===== src/rtl/serial_sub_pkg.sv =====
// Shared types and constants for the bit-serial ripple subtractor.
package serial_sub_pkg;

    typedef enum logic [1:0] {
        IDLE  = 2'd0,
        SHIFT = 2'd1,
        DONE  = 2'd2
    } state_t;

    localparam int DEFAULT_WIDTH = 4;

    // ceil(log2(width)), never below 1, so the bit counter can index 0..width-1
    function automatic int cnt_width(input int width);
        int w;
        w = 1;
        while ((1 << w) < width) w++;
        return w;
    endfunction

endpackage


===== src/rtl/full_subtractor.sv =====
// Single-bit combinational full subtractor: d = a - b - bin, bout = borrow.
module full_subtractor (
    input  logic a,
    input  logic b,
    input  logic bin,
    output logic d,
    output logic bout
);

    assign d    = a ^ b ^ bin;
    assign bout = (~a & b) | (~(a ^ b) & bin);

endmodule


===== src/rtl/serial_ripple_subtractor.sv =====
// Bit-serial subtractor D = A - B - Bin_in, LSB first, one full-subtractor cell.
// Optional signed-overflow flag enabled by defining SERIAL_SUB_OVF_EN.
module serial_ripple_subtractor
    import serial_sub_pkg::*;
#(
    parameter int WIDTH = DEFAULT_WIDTH
) (
    input  logic             clk,
    input  logic             rst_n,
    input  logic             start,
    input  logic [WIDTH-1:0] A,
    input  logic [WIDTH-1:0] B,
    input  logic             Bin_in,
    output logic [WIDTH-1:0] D,
    output logic             Bout_out,
    output logic             busy,
    output logic             done
`ifdef SERIAL_SUB_OVF_EN
    ,
    output logic             ovf
`endif
);

    localparam int             CW       = cnt_width(WIDTH);
    localparam logic [CW-1:0]  CNT_LAST = CW'(WIDTH - 1);

    state_t           state;
    logic [WIDTH-1:0] a_sh;
    logic [WIDTH-1:0] b_sh;
    logic             br;
    logic [CW-1:0]    cnt;
    logic             d_bit;
    logic             br_next;

    full_subtractor u_full_subtractor (
        .a    (a_sh[0]),
        .b    (b_sh[0]),
        .bin  (br),
        .d    (d_bit),
        .bout (br_next)
    );

    assign busy = (state != IDLE);
    assign done = (state == DONE);

    // NOTE: all state uses non-blocking assignments so every register samples pre-edge values.
    always_ff @(posedge clk or negedge rst_n) begin
        if (!rst_n) begin
            state    <= IDLE;
            a_sh     <= '0;
            b_sh     <= '0;
            br       <= 1'b0;
            cnt      <= '0;
            D        <= '0;
            Bout_out <= 1'b0;
`ifdef SERIAL_SUB_OVF_EN
            ovf      <= 1'b0;
`endif
        end else begin
            case (state)
                IDLE: begin
                    if (start) begin
                        a_sh     <= A;
                        b_sh     <= B;
                        br       <= Bin_in;
                        cnt      <= '0;
                        D        <= '0;
                        Bout_out <= 1'b0;
`ifdef SERIAL_SUB_OVF_EN
                        ovf      <= 1'b0;
`endif
                        state    <= SHIFT;
                    end
                end
                SHIFT: begin
                    D    <= {d_bit, D[WIDTH-1:1]};
                    a_sh <= a_sh >> 1;
                    b_sh <= b_sh >> 1;
                    br   <= br_next;
                    cnt  <= cnt + 1'b1;
                    if (cnt == CNT_LAST) begin
                        Bout_out <= br_next;
`ifdef SERIAL_SUB_OVF_EN
                        // On the last bit the shift registers' LSBs are the original MSBs.
                        ovf      <= (a_sh[0] ^ b_sh[0]) & (a_sh[0] ^ d_bit);
`endif
                        state    <= DONE;
                    end
                end
                DONE:    state <= IDLE;
                default: state <= IDLE;
            endcase
        end
    end

endmodule


===== config.mk =====
export PLATFORM = sky130hd
export DESIGN_NAME = serial_ripple_subtractor
export DESIGN_NICKNAME = d
export VERILOG_FILES = /design/src/rtl/serial_sub_pkg.sv /design/src/rtl/full_subtractor.sv /design/src/rtl/serial_ripple_subtractor.sv
export SDC_FILE = /design/constraint.sdc
export NUM_CORES = 1
export LEC_CHECK = 0
export ABC_CLOCK_PERIOD_IN_PS = 2200
export BUFFER_PORTS_ARGS = -buffer_cell sky130_fd_sc_hd__buf_2
export CAP_MARGIN = 20
export CORE_MARGIN = 1
export CORE_UTILIZATION = 52
export DETAILED_ROUTE_END_ITERATION = 10
export HOLD_SLACK_MARGIN = 0.15
export PLACE_DENSITY = 0.78
export SYNTH_ARGS = -nofsm -noshare
export SYNTH_HDL_FRONTEND = slang
export SYNTH_SLANG_ARGS = --single-unit

===== constraint.sdc =====
create_clock -name clk -period 2.2 [get_ports clk]
set_input_delay 0.44 -clock clk [delete_from_list [all_inputs] [get_ports clk]]
set_output_delay 0.44 -clock clk [all_outputs]
set_load 0.01 [all_outputs]

==> results.py <==
metrics = {
    "clock_network": {
        "cts_tree": "done",
        "root_buffer": "clkbuf_4",
        "clock_latency_ps": 300,
        "htreeDepth": 1,
        "ctsResizeCount": 0,
        "cts_buffers": 3,
        "clk_path_buf_depth": 2,
        "cts.sinks": 18,
        "cts.hold.buffers_added": 1,
        "path_clk_slew_ps": 110,
        "post-cts-setup-buffer-count": 0,
    },
    "final_layout": {
        "nets": 109,
        "num_antenna_cells": 0,
        "n_fill_cell": 115,
        "area_growth_pct": 17.2,
        "drive_gt1_share_pct": 27.7,
    },
    "setup_path": {
        "worstPathRequired_ps": 1760,
        "path_class": "flip-flop to output port",
        "end_kind": "output port",
        "cp-start-kind": "flip-flop",
        "crit_path_max_fanout": 11,
        "crit_arrival_ps": 1300,
    },
    "timing": {
        "layout_setup_ws_ps": 464,
        "hold_violations": 0,
        "finalCritPeriodShare_pct": 78.9,
        "final_max_slew_viol_count": 0,
        "fin_worst_skew_ps": 10.9,
        "fin_crit_ps": 1740,
        "fmax_mhz": 576,
        "tightest_slew_ps": 391,
        "rsz0062_at_grt": "false",
        "slew_headroom_pct": 73.9,
        "setup_viol": 0,
        "final.setup.tns_ps": 0,
    },
    "yosys": {
        "synthTopCellsByCount": "18 x dfrtp_1, 8 x o22ai_1, 5 x a22o_1, 5 x inv_1, 5 x nand2b_1",
        "netlist-cell-type-count": 27,
        "syn_area_sq_um": 817,
        "synth_seq_cells": 18,
        "synth-seq-area-share_pct": 55.1,
        "yosysTopAreaCell": "dfrtp_1",
        "syn_inst": 74,
        "yosysMostFrequentCell": "dfrtp_1",
        "synth_top_area_share_pct": 55.1,
        "synth_edf_count": 0,
        "synth-warning-count": 0,
        "synth_ff_type": "dfrtp_1",
        "syn_avg_cell_area_sq_um": 11.0,
        "synthTopCellsByArea": "dfrtp_1 55%, o22ai_1 6.1%, a22o_1 5.4%, nand2b_1 3.8%, a21oi_1 2.5%",
        "syn_nets": 88,
        "async_flop_share_pct": 100,
    },
    "grt": {
        "grt_pass1_wl_microns": 2750,
        "grt_max_degree": 19,
        "overflow": 0,
        "met1_usage_pct": 27.3,
        "grt_pass1_vias": 639,
        "track_usage_pct": 20.9,
        "antenna_found_initial": 0,
        "busiest_layer": "met2",
        "met2_usage_pct": 34.4,
        "use_met3_pct": 2.61,
    },
    "die": {
        "core_sq_um": 1380,
        "ios": 19,
        "die_area_sq_um": 1730,
        "die_h_microns": 41.6,
        "start_util_pct": 59.1,
        "die_w_microns": 41.6,
        "core.rowCount": 13,
    },
    "power_and_ir_drop": {
        "p_per_area_nw_per_um2": 1440,
        "ir_worst_vdd_v": 0.000683,
        "power.leakage_nw": 0.467,
        "totalPowerFinal_mw": 1.37,
    },
    "placement": {
        "dpl.hpwl_microns": 1210,
        "port_buffers": 18,
        "place_congestion": 0.890,
        "pre_cts_ws_ps": 836,
    },
    "hold_path": {
        "min_path_type": "primary input to flip-flop",
    },
    "routing": {
        "ant_nets": 0,
        "vias_per_cell": 5.95,
        "wl_per_cell_microns": 15.0,
        "drc_errors": 0,
        "drt-initial-drc-count": 19,
        "first_pass_iters": 6,
        "finalWirelength_microns": 1640,
        "via_count": 649,
    },
    "job": {
        "cap_viol_max_count": 0,
    },
    "outcome": {
        "status": "finished clean",
    },
}
[final timing paths]
kind | startpoint | end | slack (ps) | depth (start not counted)
max | state[1]$_DFFE_PN0P_ | done | 460 | 3
min | A[3] | a_sh[3]$_DFFE_PN0P_ | 370 | 3
max reg2reg | state[0]$_DFFE_PN0P_ | a_sh[1]$_DFFE_PN0P_ | 850 | 3
min reg2reg | D[0]$_DFFE_PN0P_ | D[0]$_DFFE_PN0P_ | 510 | 1
max in group asynchronous | rst_n | Bout_out$_DFFE_PN0P_ | 1330 | 2
min in group asynchronous | rst_n | a_sh[1]$_DFFE_PN0P_ | 580 | 2
[layout make-up]
type	instances	area [sq um]	area share, %
tap	15	18.8	1.96
multi-input combinational	47	329	34.4
inverter	6	22.5	2.35
sequential	18	450	47.1
clock buffer	4	36.3	3.79
timing repair buffer	19	100	10.5
[sequential cells by signal (all words and copies together) (netlist names)]
| signal | count |
|---|---|
| state | 2 |
| cnt | 2 |
| Bout_out | 1 |
| a_sh | 4 |
| br | 1 |
| D | 4 |
| b_sh | 4 |
[report_power, final]
group,internal [mW],switching [mW]
clock,0.101,0.106
combinational,0.271,0.284
sequential,0.480,0.133
total,0.852,0.523
[stage by stage]
| step | std cells | instance area (sq um) | utilization, % | hold slack [ps] |
|---|---|---|---|---|
| 5_1_grt | 109 | 957 | 69.2 | 403 |
| 6_report | 109 | 957 | 69.2 | 373 |
| 4_1_cts | 109 | 957 | 69.2 | 377 |
| 3_3_place_gp | 104 | 911 | 65.9 | 379 |
| 2_1_floorplan | 74 | 817 | - | 144 |
| 3_5_place_dp | 104 | 911 | 65.9 | 386 |
[cell families (layout without fill, tap and decap cells)]
group / count (synthesis) / in the layout / share of synthesized area, %
simple gates: 17 / 17 / 11.5
fa+ha+maj: 2 / 2 / 3.98
compound gates: 28 / 28 / 24.8
buf+inv: 9 / 29 / 4.59
flops: 18 / 18 / 55.1
[per-layer routing]
metal	share of wire [%]	routed length, microns
met4	2.0	32
met2	49	796
met1	47	772
met5	0	0
met3	2.3	37
[layout by cell type, fill, tap and decap left out, drive strengths merged]
cell type	instances
dfrtp	18
buf	18
o22ai	8
inv	6
nand2b	5
a22o	5
a21oi	4
nor2	4
clkbuf	4
nand2	3
o21ai	3
or2	1
a2bb2oi	1
o21bai	1
o221ai	1
and3	1
nor2b	1
a32o	1
or3b	1
o221a	1
a22oi	1
or3	1
o31ai	1
a221oi	1
fa	1
ha	1
dlygate4sd3	1
[critical path, cell delays in order (launching register included)]
cell	delay, ps
dfrtp_1	540
inv_1	190
nor2_1	130
buf_2	140
Note: power is estimated with default switching activity, not from simulation.
